[src/rtl/serial_add_arbiter.sv]
// Round-robin arbiter sharing one bit-serial adder among four requesters.
// The winner's operands are shifted LSB-first through a full adder; the result is staged and published on DONE.
module serial_add_arbiter #(
    parameter int WIDTH = 4
) (
    input  logic                   clk,
    input  logic                   reset,
    input  logic [3:0]             req,
    input  logic [4*WIDTH-1:0]     a_in,
    input  logic [4*WIDTH-1:0]     b_in,
    output logic [3:0]             gnt,
    output logic                   busy,
    output logic                   done,
    output logic [1:0]             done_id,
    output logic [WIDTH-1:0]       sum,
    output logic                   cout
);

    localparam int CW = $clog2(WIDTH + 1);

    typedef enum logic [1:0] {
        ST_IDLE  = 2'd0,
        ST_LOAD  = 2'd1,
        ST_SHIFT = 2'd2,
        ST_DONE  = 2'd3
    } state_e;

    function automatic logic [3:0] onehot4(input logic [1:0] idx);
        onehot4 = 4'b0001 << idx;
    endfunction

    state_e           state_q, state_d;
    logic [1:0]       ptr_q, ptr_d;
    logic [1:0]       gid_q, gid_d;
    logic [WIDTH-1:0] a_sr_q, a_sr_d;
    logic [WIDTH-1:0] b_sr_q, b_sr_d;
    logic [WIDTH-1:0] sum_sr_q, sum_sr_d;
    logic             carry_q, carry_d;
    logic [CW-1:0]    cnt_q, cnt_d;
    logic [3:0]       gnt_q, gnt_d;
    logic             busy_q, busy_d;
    logic             done_q, done_d;
    logic [1:0]       done_id_q, done_id_d;
    logic [WIDTH-1:0] sum_q, sum_d;
    logic             cout_q, cout_d;

    logic             win_found_s;
    logic [1:0]       win_id_s;
    logic [WIDTH-1:0] a_sel_s, b_sel_s;
    logic             fa_s_s, fa_c_s;

    // Round-robin search starting at ptr: first requester found wins.
    always_comb begin : arb_search
        logic [1:0] cand;
        cand        = 2'd0;
        win_found_s = 1'b0;
        win_id_s    = ptr_q;
        for (int k = 0; k < 4; k++) begin
            cand = ptr_q + 2'(k);
            if (!win_found_s && req[cand]) begin
                win_found_s = 1'b1;
                win_id_s    = cand;
            end else begin
                win_found_s = win_found_s;
            end
        end
    end

    // Operand slice of the granted requester.
    always_comb begin
        a_sel_s = a_in[0 +: WIDTH];
        b_sel_s = b_in[0 +: WIDTH];
        case (gid_q)
            2'd0: begin a_sel_s = a_in[0*WIDTH +: WIDTH]; b_sel_s = b_in[0*WIDTH +: WIDTH]; end
            2'd1: begin a_sel_s = a_in[1*WIDTH +: WIDTH]; b_sel_s = b_in[1*WIDTH +: WIDTH]; end
            2'd2: begin a_sel_s = a_in[2*WIDTH +: WIDTH]; b_sel_s = b_in[2*WIDTH +: WIDTH]; end
            2'd3: begin a_sel_s = a_in[3*WIDTH +: WIDTH]; b_sel_s = b_in[3*WIDTH +: WIDTH]; end
            default: begin a_sel_s = '0; b_sel_s = '0; end
        endcase
    end

    // Single full adder fed by the shift-register LSBs and the carry flop.
    always_comb begin
        fa_s_s = a_sr_q[0] ^ b_sr_q[0] ^ carry_q;
        fa_c_s = (a_sr_q[0] & b_sr_q[0]) | (a_sr_q[0] & carry_q) | (b_sr_q[0] & carry_q);
    end

    // Next-state logic for the FSM, datapath and registered outputs.
    always_comb begin
        state_d   = state_q;
        ptr_d     = ptr_q;
        gid_d     = gid_q;
        a_sr_d    = a_sr_q;
        b_sr_d    = b_sr_q;
        sum_sr_d  = sum_sr_q;
        carry_d   = carry_q;
        cnt_d     = cnt_q;
        done_id_d = done_id_q;
        sum_d     = sum_q;
        cout_d    = cout_q;

        case (state_q)
            ST_IDLE: begin
                if (win_found_s) begin
                    gid_d   = win_id_s;
                    state_d = ST_LOAD;
                end else begin
                    state_d = ST_IDLE;
                end
            end
            ST_LOAD: begin
                a_sr_d   = a_sel_s;
                b_sr_d   = b_sel_s;
                sum_sr_d = '0;
                carry_d  = 1'b0;
                cnt_d    = '0;
                state_d  = ST_SHIFT;
            end
            ST_SHIFT: begin
                a_sr_d   = {1'b0, a_sr_q[WIDTH-1:1]};
                b_sr_d   = {1'b0, b_sr_q[WIDTH-1:1]};
                sum_sr_d = {fa_s_s, sum_sr_q[WIDTH-1:1]};
                carry_d  = fa_c_s;
                cnt_d    = cnt_q + CW'(1);
                if (cnt_q == CW'(WIDTH - 1)) begin
                    state_d = ST_DONE;
                end else begin
                    state_d = ST_SHIFT;
                end
            end
            ST_DONE: begin
                ptr_d   = gid_q + 2'd1;
                state_d = ST_IDLE;
            end
            default: begin
                state_d = ST_IDLE;
            end
        endcase

        // Outputs follow the state being entered so they are valid in that cycle.
        gnt_d  = (state_d == ST_IDLE) ? 4'b0000 : onehot4(gid_d);
        busy_d = (state_d != ST_IDLE);
        done_d = (state_d == ST_DONE);
        if (state_d == ST_DONE) begin
            sum_d     = sum_sr_d;
            cout_d    = carry_d;
            done_id_d = gid_q;
        end else begin
            sum_d     = sum_q;
            cout_d    = cout_q;
            done_id_d = done_id_q;
        end
    end

    // State and output registers with asynchronous active-low clear.
    always_ff @(posedge clk or negedge reset) begin
        if (!reset) begin
            state_q   <= ST_IDLE;
            ptr_q     <= 2'd0;
            gid_q     <= 2'd0;
            a_sr_q    <= '0;
            b_sr_q    <= '0;
            sum_sr_q  <= '0;
            carry_q   <= 1'b0;
            cnt_q     <= '0;
            gnt_q     <= 4'b0000;
            busy_q    <= 1'b0;
            done_q    <= 1'b0;
            done_id_q <= 2'd0;
            sum_q     <= '0;
            cout_q    <= 1'b0;
        end else begin
            state_q   <= state_d;
            ptr_q     <= ptr_d;
            gid_q     <= gid_d;
            a_sr_q    <= a_sr_d;
            b_sr_q    <= b_sr_d;
            sum_sr_q  <= sum_sr_d;
            carry_q   <= carry_d;
            cnt_q     <= cnt_d;
            gnt_q     <= gnt_d;
            busy_q    <= busy_d;
            done_q    <= done_d;
            done_id_q <= done_id_d;
            sum_q     <= sum_d;
            cout_q    <= cout_d;
        end
    end

    assign gnt     = gnt_q;
    assign busy    = busy_q;
    assign done    = done_q;
    assign done_id = done_id_q;
    assign sum     = sum_q;
    assign cout    = cout_q;

endmodule
[config.mk]
export PLATFORM = sky130hd
export DESIGN_NAME = serial_add_arbiter
export DESIGN_NICKNAME = d
export VERILOG_FILES = /design/src/rtl/serial_add_arbiter.sv
export SDC_FILE = /design/constraint.sdc
export NUM_CORES = 1
export LEC_CHECK = 0
export CORE_MARGIN = 4
export CORE_UTILIZATION = 25
export CTS_CLUSTER_DIAMETER = 150
export DETAILED_ROUTE_END_ITERATION = 10
export GPL_TIMING_DRIVEN = 0
export REMOVE_ABC_BUFFERS = 1
export SLEW_MARGIN = 10
export SYNTH_ARGS = -nofsm -noshare
export SYNTH_HDL_FRONTEND = slang
export SYNTH_SLANG_ARGS = --single-unit
export TNS_END_PERCENT = 20
[constraint.sdc]
create_clock -name clk -period 1.44 [get_ports clk]
set_input_delay 0.288 -clock clk [delete_from_list [all_inputs] [get_ports clk]]
set_output_delay 0.288 -clock clk [all_outputs]
set_load 0.02 [all_outputs]
Word-level counts from Yosys, hierarchy flattened:

Index checks and enable logic that the tools add are counted.
Widths: inputs -> output; s select.

* output and inout bits: 13
* flip-flop bits (word level): 35
* logic and storage cells: 78
* input port bits: 38

* reductions and logical operators: 11
* shifts and indexed selects: 1
* magnitude comparators: 4
* equal/unequal tests: 8
* bitwise gates (word level): 7
* mux-type cells: 28
* add/sub/neg operators: 5

Operator list (count)
* $pmux 4 s4: 2
* $pmux 4 s2: 3
* $lt 2x3->1 const B: 4
* $eq 2x2->1 const B: 5
* $mux 1: 10
* $mux 2: 5
* $bmux 1 s2: 4
* $pmux 2 s4: 1
* $logic_not 2->1: 3
* $pmux 3 s2: 1
* $add 2x1->2 const B: 2
* $add 2x2->2 const B: 2
* $eq 2x1->1 const B: 2
* $mux 4: 1
* $reduce_bool 2->1: 2
* $shl 1x2->4 const A: 1
* $add 3x1->3 const B: 1
* $and 1x1->1: 3
* $eq 3x2->1 const B: 1
* $logic_and 1x1->1: 3
* $logic_not 1->1: 3
* $or 1x1->1: 2
* $pmux 1 s2: 1
* $xor 1x1->1: 2

Logic depth before layout (Yosys ltp):

Gate-level depths: netlist of the first run.

* depth after elaboration: 16
* gate-level depth with buffers: 8
* depth with buffers taken out: 7

Worst setup path after synthesis of the first run:

Ideal clock, no wire load.

* path kind: reg2reg
* start: register gid_q[0]
* end: register a_sr_q[0]
* path buffers: 2
* library setup time: 137 ps
* period minus slack after synthesis: 1534 ps
* arrival time: 1397 ps
* required time: 1303 ps
* stages on the path, launching flop included: 8
* slack: -94 ps
* cells stage by stage: dfrtp_1 -> inv_1 -> ha_1 -> clkbuf_1 -> clkbuf_1 -> o21ai_0 -> mux2i_1 -> a21oi_1

* word-level cells in the longest chain between the ends: 3
* elaborated cells between the ends (all ways): 6
* those cells by class: 3 x eq/ne; 2 x mux; 1 x reduce/logical

Ends and longest elaborated chain
* start: declaration: RTL line 34 `logic [1:0] gid_q, gid_d;`
* start signal: assignment: RTL line 175 `gid_q <= gid_d;`
* $eq 2x2->1 (tied with other cells): RTL line 73 `case (gid_q)`
* $pmux 4 s4 (*): RTL line 73
* $pmux 4 s2 (*): RTL line 102 `case (state_q)`
* end signal: assignment: RTL line 176 `a_sr_q <= a_sr_d;`
* end: declaration: RTL line 35 `logic [WIDTH-1:0] a_sr_q, a_sr_d;`

Every way passes the cells marked *; elsewhere a longest branch is shown, timed or not.
A chain may end at the register's enable or synchronous reset.

Worst setup path in the final report of the first run:

* start: register gid_q[0]
* end: register b_sr_q[1]

* word-level cells in the longest chain between the ends: 3
* elaborated cells between the ends (all ways): 6
* those cells by class: 3 x eq/ne; 2 x mux; 1 x reduce/logical

Ends and longest elaborated chain
* $eq 2x2->1 (tied with other cells): RTL line 73
* $pmux 4 s4 (*): RTL line 73
* $pmux 4 s2 (*): RTL line 102
* end signal: assignment: RTL line 177 `b_sr_q <= b_sr_d;`
* end: declaration: RTL line 36 `logic [WIDTH-1:0] b_sr_q, b_sr_d;`

Marks and branches as above.

==> impl_results.html, run 1 <==
<table>
<tr><th>Metric</th><th>Value</th></tr>
<tr><th colspan="2">STA</th></tr>
<tr><td>Period utilisation layout</td><td>108%</td></tr>
<tr><td>Least-Margin Pin Slew</td><td>0.752 ns</td></tr>
<tr><td>Min Tclk post-route</td><td>~1.6 ns</td></tr>
<tr><td>Setup total negative slack</td><td>-0.521 ns</td></tr>
<tr><td>Final worst-path setup slack</td><td>-0.116 ns</td></tr>
<tr><td>Worst Clk Skew</td><td>roughly 0.003 ns</td></tr>
<tr><td>Setup repair after global routing missed its margin</td><td>yes</td></tr>
<tr><td>Final count of pins violating max slew</td><td>0</td></tr>
<tr><td>Highest attainable clock frequency</td><td>0.643 GHz</td></tr>
<tr><td>Final hold violations</td><td>0</td></tr>
<tr><td>Final Setup Violations</td><td>10</td></tr>
<tr><td>Slew margin rel.</td><td>around half</td></tr>
<tr><th colspan="2">Synthesis</th></tr>
<tr><td>Async set-or-reset flop fraction in the synthesized netlist</td><td>100%</td></tr>
<tr><td>Synth cell types</td><td>31</td></tr>
<tr><td>Total standard cell area after synthesis</td><td>approximately 1800 um^2</td></tr>
<tr><td>EDFF count, synth</td><td>0</td></tr>
<tr><td>Sequential fraction of the synthesis area</td><td>48.0%</td></tr>
<tr><td>Leading register cell type out of synthesis</td><td>dfrtp_1</td></tr>
<tr><td>Synth warnings</td><td>0</td></tr>
<tr><td>Synthesized flop and latch total</td><td>34</td></tr>
<tr><td>Mean instance size in the synthesized netlist</td><td>9.69 um^2</td></tr>
<tr><td>Cells after Synth</td><td>183</td></tr>
<tr><th colspan="2">Clock tree</th></tr>
<tr><td>Cell at the root of the clock tree</td><td>clkbuf_8</td></tr>
<tr><td>Clock latency at the later pin of the worst-skew pair</td><td>0.28 ns</td></tr>
<tr><td>CTS tree</td><td>built</td></tr>
<tr><td>Quantity of hold-fixing buffers added after cts</td><td>0</td></tr>
<tr><td>Clk buf depth</td><td>2</td></tr>
<tr><td>H-Tree Level Count</td><td>2</td></tr>
<tr><td>Clock transition at the register clock pins on the worst setup and hold paths after CTS</td><td>0.07 ns</td></tr>
<tr><td>Clock sink count</td><td>34</td></tr>
<tr><td>Total CTS buffers</td><td>5</td></tr>
<tr><th colspan="2">Power</th></tr>
<tr><td>Power Internal</td><td>a little over 0.003 W</td></tr>
<tr><td>VDD IR max</td><td>0.749 mV</td></tr>
<tr><td>Share of total power in the clock network</td><td>12.9%</td></tr>
<tr><td>Sw frac</td><td>43.5%</td></tr>
<tr><td>Total net switching power</td><td>0.00239 W</td></tr>
<tr><td>Sequential share of power</td><td>between 20% and 30%</td></tr>
<tr><td>Combinational share of power</td><td>57.2%</td></tr>
<tr><td>Power per cell area</td><td>2100 nW/um^2</td></tr>
<tr><td>Total leakage power</td><td>1.13 nW</td></tr>
<tr><th colspan="2">Layout</th></tr>
<tr><td>Inserted Diodes</td><td>0</td></tr>
<tr><td>Sequential cell area</td><td>855 um^2</td></tr>
<tr><td>Commonest non-fill, non-tap cells in the layout</td><td>clkdlybuf4s50_1 (32), dfrtp_1 (31), nand2_1 (22)</td></tr>
<tr><td>Area of the multi-input gates</td><td>960 um^2</td></tr>
<tr><td>Most common cell after layout, fill and taps aside</td><td>clkdlybuf4s50_1</td></tr>
<tr><td>Fin nets</td><td>286</td></tr>
<tr><td>Fraction of layout cells with a size suffix above 1</td><td>slightly below 20%</td></tr>
<tr><td>Area delta synth-&gt;final</td><td>47.8%</td></tr>
<tr><td>Filler cell count</td><td>722</td></tr>
<tr><th colspan="2">Global route</th></tr>
<tr><td>Met3 track demand over resource in global routing</td><td>3.94%</td></tr>
<tr><td>Pin count of the biggest net entering global routing</td><td>35</td></tr>
<tr><td>GRT busiest layer</td><td>met2</td></tr>
<tr><td>Vias in the first global route</td><td>between 1,500 and 2,000</td></tr>
<tr><td>Met1 global-route usage</td><td>12.9%</td></tr>
<tr><td>Global Route met2 Usage</td><td>about 17%</td></tr>
<tr><td>Antenna violations before repair</td><td>0</td></tr>
<tr><td>Global-route wire length before repair</td><td>7070 um</td></tr>
<tr><td>Total global-route track usage</td><td>a little over a tenth</td></tr>
<tr><td>Overflow left after global routing</td><td>0</td></tr>
<tr><th colspan="2">Critical path</th></tr>
<tr><td>Category of the most critical setup path</td><td>register to register</td></tr>
<tr><td>Worst endpoint data arrival time</td><td>1.72 ns</td></tr>
<tr><td>Number of cells on the worst reg-to-reg path</td><td>6</td></tr>
<tr><td>Endpoint kind of the worst setup timing path</td><td>register</td></tr>
<tr><td>Flop-to-flop setup slack</td><td>-0.12 ns</td></tr>
<tr><td>Type of origin of the critical path</td><td>register</td></tr>
<tr><td>Highest net fanout along the worst path</td><td>8</td></tr>
<tr><td>Data required time at the worst endpoint</td><td>1.60 ns</td></tr>
<tr><th colspan="2">Detailed routing</th></tr>
<tr><td>Avg WL per Cell</td><td>13.1 um</td></tr>
<tr><td>Overall via count from detail_route</td><td>roughly 1,500</td></tr>
<tr><td>DRC Markers</td><td>0</td></tr>
<tr><td>Routed wire length</td><td>4360 um</td></tr>
<tr><td>Count of TritonRoute iterations in the first routing pass</td><td>4</td></tr>
<tr><td>Antenna Violating Nets Remaining</td><td>0</td></tr>
<tr><td>1st-iter DRT viols</td><td>59</td></tr>
<tr><td>Average vias per placed instance</td><td>approximately 4.5</td></tr>
<tr><th colspan="2">Placement</th></tr>
<tr><td>Setup Slack @ Placement</td><td>-0.883 ns</td></tr>
<tr><td>Placer Congestion</td><td>between 0.7 and 0.8</td></tr>
<tr><td>HPWL after DPL</td><td>just under 3000 um</td></tr>
<tr><td>Count of input and output buffers</td><td>50</td></tr>
<tr><th colspan="2">Floorplanning</th></tr>
<tr><td>Row cnt</td><td>30</td></tr>
<tr><td>Number of top-level pins</td><td>51</td></tr>
<tr><td>Starting utilization of the core area</td><td>26.0%</td></tr>
<tr><td>DIE HEIGHT</td><td>92.2 um</td></tr>
<tr><td>Overall die area</td><td>8500 um^2</td></tr>
<tr><td>Chip width</td><td>92.2 um</td></tr>
<tr><td>Area of the core</td><td>around 6800 um^2</td></tr>
<tr><th colspan="2">Run</th></tr>
<tr><td>Number of max-cap violations</td><td>0</td></tr>
<tr><th colspan="2">Status</th></tr>
<tr><td>Result of the run</td><td>finished with violations</td></tr>
<tr><td>Violated checks</td><td>negative setup slack</td></tr>
<tr><th colspan="2">Min path</th></tr>
<tr><td>Tightest Hold Check Type</td><td>primary input to asynchronous set/reset pin</td></tr>
</table>
[worst paths after layout]
kind,start,end
max,gid_q[0]$_DFF_PN0_,b_sr_q[1]$_DFFE_PN0N_
min,reset,carry_q$_DFF_PN0_
max reg2reg,gid_q[0]$_DFF_PN0_,b_sr_q[1]$_DFFE_PN0N_
min reg2reg,cout$_DFFE_PN0P_,cout$_DFFE_PN0P_
max in group asynchronous,reset,gid_q[1]$_DFF_PN0_
min in group clk,cout$_DFFE_PN0P_,cout$_DFFE_PN0P_
[metal layers]
layer	wire [um]	vias to the layer above
met3	327	6
met4	46	0
met5	0	-
met1	1950	703
met2	2040	53
li1	-	746
[worst max-delay path, stage by stage (launching register included)]
cell and delay [ns]:
dfrtp_2 0.46, buf_6 0.14, ha_4 0.18, a222oi_1 0.28, o21ai_1 0.13, mux2i_1 0.15
a21oi_1 0.09
[cell families after synthesis]
family          after synthesis  synth area share (%)
simple gates                 52                  13.8
flops                        34                  48.0
compound gates               52                  20.1
mux                           7                  3.95
buf+inv                      27                  6.00
fa+ha+maj                    11                  8.19
[cell usage after synthesis (all sizes together) (2+ instances only)]
cell | count | area share (%)
nor2 | 11 | 2.3
nand3 | 6 | 1.7
ha | 10 | 7.1
mux2i | 7 | 4.0
buf | 2 | 0.71
a222oi | 8 | 4.5
nand2b | 3 | 1.1
nand2 | 24 | 5.2
nor3 | 3 | 1.1
o21ai | 22 | 6.4
o22ai | 3 | 1.1
nor3b | 2 | 1.1
dfrtp | 34 | 48
or2b | 2 | 0.85
clkbuf | 9 | 1.9
inv | 16 | 3.4
a21oi | 15 | 4.4
o41ai | 3 | 3.0
[registers in the layout, indices dropped and copies added (netlist names)]
| register | cells |
|---|---|
| state_q | 2 |
| busy | 1 |
| gnt | 4 |
| sum | 4 |
| cout | 1 |
| ptr_q | 2 |
| gid_q | 2 |
| cnt_q | 3 |
| carry_q | 1 |
| done | 1 |
| a_sr_q | 4 |
| done_id | 2 |
| sum_sr_q | 3 |
| b_sr_q | 4 |
[power groups by stage]
stage               clock network [W]  registers, W  logic (W)
floorplan                           0       0.00172    0.00167
CTS                          0.000732       0.00163    0.00312
detailed placement                  0       0.00163    0.00262
finish                       0.000709       0.00164    0.00314
global route                 0.000783       0.00170    0.00347
global placement                    0       0.00161    0.00257
[what timing repair did]
action / in CTS / in global routing
pin swaps: 8 / 7
gates resized for setup: 46 / 9
setup buffers: 7 / 0
endpoints found under the setup margin: 45 / 23
gates cloned: 1 / 0
[final cells by class]
cell class                 count  area share, %
clock inverter                 1          0.191
timing repair buffer          57           20.4
sequential                    34           32.6
tap                           96           4.58
clock buffer                   7           3.30
inverter                      16           2.29
multi-input combinational    123           36.6
[stage by stage]
| stage | area (um^2) | total power, W | instances | utilization, % | hold WS, ns |
|---|---|---|---|---|---|
| floorplan | 1730 | 0.00339 | 172 | - | -0.00759 |
| global placement | 2350 | 0.00419 | 318 | 34.4 | 0.472 |
| detailed placement | 2340 | 0.00424 | 318 | 34.3 | 0.397 |
| CTS | 2610 | 0.00548 | 334 | 38.2 | 0.0984 |
| global route | 2620 | 0.00596 | 334 | 38.4 | 0.128 |
| finish | 2620 | 0.00549 | 334 | 38.4 | 0.0775 |
No activity file was read; power rests on OpenSTA's default activity.
==> run 2, diff against run 1 <==
Settings changed: ABC_AREA set to 1, CTS_BUF_LIST set to sky130_fd_sc_hd__clkbuf_2.
==> run 2 against run 1 <==
Worst setup slack worse by 0.083 ns; clock skew up 0.022 ns; highest routed layer unchanged; the run still ends with negative setup slack left; largest power group unchanged; wire length up 22%; die area up 14%.
==> impl_results.html, run 2 <==
<table>
<tr><th>Metric</th><th>Value</th></tr>
<tr><th colspan="2">Status</th></tr>
<tr><td>Result of the run</td><td>finished with violations (unchanged)</td></tr>
<tr><td>Violated checks</td><td>negative setup slack (unchanged)</td></tr>
<tr><th colspan="2">Layout</th></tr>
<tr><td>Area delta synth-&gt;final</td><td>44.0% (was 47.8%)</td></tr>
<tr><td>Inserted Diodes</td><td>0 (unchanged)</td></tr>
<tr><td>Final core utilization</td><td>37.5% (was 38.4%)</td></tr>
<tr><td>Fin nets</td><td>370 (was 286)</td></tr>
<tr><td>Filler cell count</td><td>847 (was 722)</td></tr>
<tr><td>Commonest non-fill, non-tap cells in the layout</td><td>nand2_1 (77), clkdlybuf4s50_1 (36), dfrtp_1 (31) (was clkdlybuf4s50_1 (32), dfrtp_1 (31), nand2_1 (22))</td></tr>
<tr><td>Fraction of layout cells with a size suffix above 1</td><td>27.6% (was 19.3%)</td></tr>
<tr><td>Most common cell after layout, fill and taps aside</td><td>nand2_1 (was clkdlybuf4s50_1)</td></tr>
<tr><th colspan="2">STA</th></tr>
<tr><td>Final worst-path setup slack</td><td>-0.198 ns (was -0.116 ns)</td></tr>
<tr><td>Setup repair after global routing missed its margin</td><td>yes (unchanged)</td></tr>
<tr><td>Final hold violations</td><td>0 (unchanged)</td></tr>
<tr><td>Slew margin rel.</td><td>51.2% (was 49.9%)</td></tr>
<tr><td>Highest attainable clock frequency</td><td>0.610 GHz (was 0.643 GHz)</td></tr>
<tr><td>Final Setup Violations</td><td>18 (was 10)</td></tr>
<tr><td>Min Tclk post-route</td><td>1.64 ns (was 1.56 ns)</td></tr>
<tr><td>Final count of pins violating max slew</td><td>0 (unchanged)</td></tr>
<tr><td>Period utilisation layout</td><td>114% (was 108%)</td></tr>
<tr><td>Worst Clk Skew</td><td>0.0253 ns (was 0.00298 ns)</td></tr>
<tr><td>Least-Margin Pin Slew</td><td>0.731 ns (was 0.752 ns)</td></tr>
<tr><td>Tightest hold margin</td><td>0.477 ns (was 0.0775 ns)</td></tr>
<tr><td>Setup total negative slack</td><td>-2.29 ns (was -0.521 ns)</td></tr>
<tr><th colspan="2">Synthesis</th></tr>
<tr><td>EDFF count, synth</td><td>0 (unchanged)</td></tr>
<tr><td>Leading register cell type out of synthesis</td><td>dfrtp_1 (unchanged)</td></tr>
<tr><td>Total standard cell area after synthesis</td><td>2040 um^2 (was 1770 um^2)</td></tr>
<tr><td>Synth cell types</td><td>30 (was 31)</td></tr>
<tr><td>Cell taking the most area after synthesis</td><td>dfrtp_1 (unchanged)</td></tr>
<tr><td>Sequential fraction of the synthesis area</td><td>41.7% (was 48.0%)</td></tr>
<tr><td>Async set-or-reset flop fraction in the synthesized netlist</td><td>100% (unchanged)</td></tr>
<tr><td>Main area contributors after synthesis</td><td>dfrtp_1 (42%), nand2_1 (17%), ha_1 (6.1%), nand3_1 (5.9%), inv_1 (3.7%) (was dfrtp_1 (48%), ha_1 (7.1%), nand2_1 (4.9%), a222oi_1 (4.5%), a21oi_1 (4.0%))</td></tr>
<tr><td>Mean instance size in the synthesized netlist</td><td>7.85 um^2 (was 9.69 um^2)</td></tr>
<tr><td>Synth warnings</td><td>0 (unchanged)</td></tr>
<tr><td>Most frequent cells after synthesis</td><td>nand2_1 (93), dfrtp_1 (34), nand3_1 (24) (was dfrtp_1 (34), nand2_1 (23), inv_1 (15))</td></tr>
<tr><td>Cells after Synth</td><td>260 (was 183)</td></tr>
<tr><td>Most frequent cell after synthesis</td><td>nand2_1 (was dfrtp_1)</td></tr>
<tr><td>Synthesized flop and latch total</td><td>34 (unchanged)</td></tr>
<tr><td>Area share of the largest cell type after synthesis</td><td>41.7% (was 48.0%)</td></tr>
<tr><th colspan="2">Global route</th></tr>
<tr><td>Antenna violations before repair</td><td>0 (unchanged)</td></tr>
<tr><td>Global-route wire length before repair</td><td>8400 um (was 7070 um)</td></tr>
<tr><td>Pin count of the biggest net entering global routing</td><td>35 (unchanged)</td></tr>
<tr><td>Overflow left after global routing</td><td>0 (unchanged)</td></tr>
<tr><td>Total global-route track usage</td><td>10.8% (was 10.5%)</td></tr>
<tr><td>Vias in the first global route</td><td>1,839 (was 1,522)</td></tr>
<tr><th colspan="2">Critical path</th></tr>
<tr><td>Worst endpoint data arrival time</td><td>1.91 ns (was 1.72 ns)</td></tr>
<tr><td>Data required time at the worst endpoint</td><td>1.71 ns (was 1.60 ns)</td></tr>
<tr><td>Highest net fanout along the worst path</td><td>6 (was 8)</td></tr>
<tr><td>Critical register-to-register path endpoint</td><td>gnt[3]$_DFF_PN0_ (was b_sr_q[1]$_DFFE_PN0N_)</td></tr>
<tr><td>Number of cells on the worst reg-to-reg path</td><td>9 (was 6)</td></tr>
<tr><td>Category of the most critical setup path</td><td>register to register (unchanged)</td></tr>
<tr><td>Type of origin of the critical path</td><td>register (unchanged)</td></tr>
<tr><td>R2R Path Start</td><td>ptr_q[0]$_DFFE_PN0N_ (was gid_q[0]$_DFF_PN0_)</td></tr>
<tr><td>Flop-to-flop setup slack</td><td>-0.20 ns (was -0.12 ns)</td></tr>
<tr><td>Endpoint kind of the worst setup timing path</td><td>register (unchanged)</td></tr>
<tr><th colspan="2">Floorplanning</th></tr>
<tr><td>DIE HEIGHT</td><td>98.4 um (was 92.2 um)</td></tr>
<tr><td>Number of top-level pins</td><td>51 (unchanged)</td></tr>
<tr><td>Area of the core</td><td>7850 um^2 (was 6830 um^2)</td></tr>
<tr><td>Row cnt</td><td>32 (was 30)</td></tr>
<tr><td>Chip width</td><td>98.4 um (was 92.2 um)</td></tr>
<tr><td>Overall die area</td><td>9670 um^2 (was 8500 um^2)</td></tr>
<tr><td>Starting utilization of the core area</td><td>26.0% (about the same)</td></tr>
<tr><th colspan="2">Clock tree</th></tr>
<tr><td>Clock latency at the later pin of the worst-skew pair</td><td>0.38 ns (was 0.28 ns)</td></tr>
<tr><td>Clock sink count</td><td>34 (unchanged)</td></tr>
<tr><td>H-Tree Level Count</td><td>2 (unchanged)</td></tr>
<tr><td>Total CTS buffers</td><td>5 (unchanged)</td></tr>
<tr><td>CTS tree</td><td>built (unchanged)</td></tr>
<tr><td>Clock transition at the register clock pins on the worst setup and hold paths after CTS</td><td>0.18 ns (was 0.07 ns)</td></tr>
<tr><td>Clk buf depth</td><td>2 (unchanged)</td></tr>
<tr><td>Cell at the root of the clock tree</td><td>clkbuf_2 (was clkbuf_8)</td></tr>
<tr><th colspan="2">Detailed routing</th></tr>
<tr><td>DRC Markers</td><td>0 (unchanged)</td></tr>
<tr><td>1st-iter DRT viols</td><td>89 (was 59)</td></tr>
<tr><td>Antenna Violating Nets Remaining</td><td>0 (unchanged)</td></tr>
<tr><td>Average vias per placed instance</td><td>4.51 (about the same)</td></tr>
<tr><td>Overall via count from detail_route</td><td>1,914 (was 1,508)</td></tr>
<tr><td>Routed wire length</td><td>5320 um (was 4360 um)</td></tr>
<tr><td>Count of TritonRoute iterations in the first routing pass</td><td>5 (was 4)</td></tr>
<tr><td>Avg WL per Cell</td><td>12.6 um (was 13.1 um)</td></tr>
<tr><th colspan="2">Power</th></tr>
<tr><td>Power per cell area</td><td>2210 nW/um^2 (was 2100 nW/um^2)</td></tr>
<tr><td>Overall power consumption</td><td>0.00650 W (was 0.00549 W)</td></tr>
<tr><td>VDD IR max</td><td>0.705 mV (was 0.749 mV)</td></tr>
<tr><td>Total leakage power</td><td>1.38 nW (was 1.13 nW)</td></tr>
<tr><th colspan="2">Placement</th></tr>
<tr><td>Count of input and output buffers</td><td>50 (unchanged)</td></tr>
<tr><td>Placer Congestion</td><td>0.860 (was 0.728)</td></tr>
<tr><td>HPWL after DPL</td><td>3720 um (was 2900 um)</td></tr>
<tr><th colspan="2">Min path</th></tr>
<tr><td>Tightest Hold Check Type</td><td>primary input to asynchronous set/reset pin (unchanged)</td></tr>
<tr><th colspan="2">Run</th></tr>
<tr><td>Number of max-cap violations</td><td>0 (unchanged)</td></tr>
</table>
-- run 2: cell count changes in the layout (fill, tap and decap cells not counted), moves of 7 or more --
cell / delta
nand2_1: +55
nand2_2: +20
clkbuf_2: +11
dlygate4sd2_1: -11
nand3_1: +11
nand3_2: +9
a222oi_1: -8
a21oi_1: -7
mux2i_1: -7
o21ai_1: -7
-- run 2: logic make-up after synthesis --
logic type	Yosys count	synth area share [%]
flops	34	41.7
fa+ha+maj	11	7.11
buf+inv	33	7.42
simple gates	145	32.1
compound gates	37	11.7
-- run 2: layer usage --
metal / track usage, % / share of wire (%)
met2: 17.1 / 45
met5: 0 / 0
met3: 3.50 / 8.2
met1: 14.0 / 45
met4: 3.47 / 1.2
-- run 2: cell type report --
cell class	count	area (um^2)	share of cell area (%)
Sequential cell	34	855	29.1
Inverter	23	101	3.45
Timing Repair Buffer	62	568	19.3
Clock buffer	7	35.0	1.19
Multi-Input combinational cell	194	1220	41.4
Clock inverter	1	30.0	1.02
Tap cell	102	128	4.34
Timing Repair inverter	1	5.00	0.170
-- run 2: report_power, final --
part | internal (W) | switching [W]
registers | 0.00134 | 0.000246
logic | 0.00168 | 0.00261
clock network | 0.000310 | 0.000308
total | 0.00333 | 0.00317
-- run 2: through the flow --
step	std cells	cell area [um^2]	setup WS, ns
2_1_floorplan	250	1980	-0.292
3_3_place_gp	402	2600	-0.614
3_5_place_dp	402	2600	-0.635
4_1_cts	417	2790	-0.173
5_1_grt	424	2940	-0.278
6_report	424	2940	-0.198
-- run 2: worst max path at each step --
stage                     slack, ns                    end  cells past startpoint            startpoint
after floorplan               -0.29  a_sr_q[3]$_DFFE_PN0N_                      5  state_q[1]$_DFF_PN0_
after global placement        -0.61   ptr_q[1]$_DFFE_PN0N_                      1                 reset
after detailed placement      -0.63  a_sr_q[3]$_DFFE_PN0N_                      5  state_q[1]$_DFF_PN0_
after CTS                     -0.17       gnt[2]$_DFF_PN0_                     11  ptr_q[0]$_DFFE_PN0N_
after global routing          -0.28       gnt[0]$_DFF_PN0_                     12  ptr_q[0]$_DFFE_PN0N_
final                         -0.20       gnt[3]$_DFF_PN0_                      9  ptr_q[0]$_DFFE_PN0N_
-- run 2: worst max-delay path, stage by stage (launching register included) --
cell and delay (ns):
dfrtp_2 0.49, clkinv_4 0.10, nand2_1 0.09, nand2_2 0.10
o21ai_2 0.27, nor2_4 0.08, nor2_2 0.16, nand3_1 0.11
nand3_2 0.10, nor2_1 0.05
-- run 2: what timing repair did --
action | in CTS | in global routing
setup buffers | 6 | 5
resized for setup | 43 | 40
cloned | 0 | 2
hold endpoints to repair | 34 | 0
hold buffers | 1 | 0
setup endpoints to repair | 44 | 31
pin swaps | 7 | 11
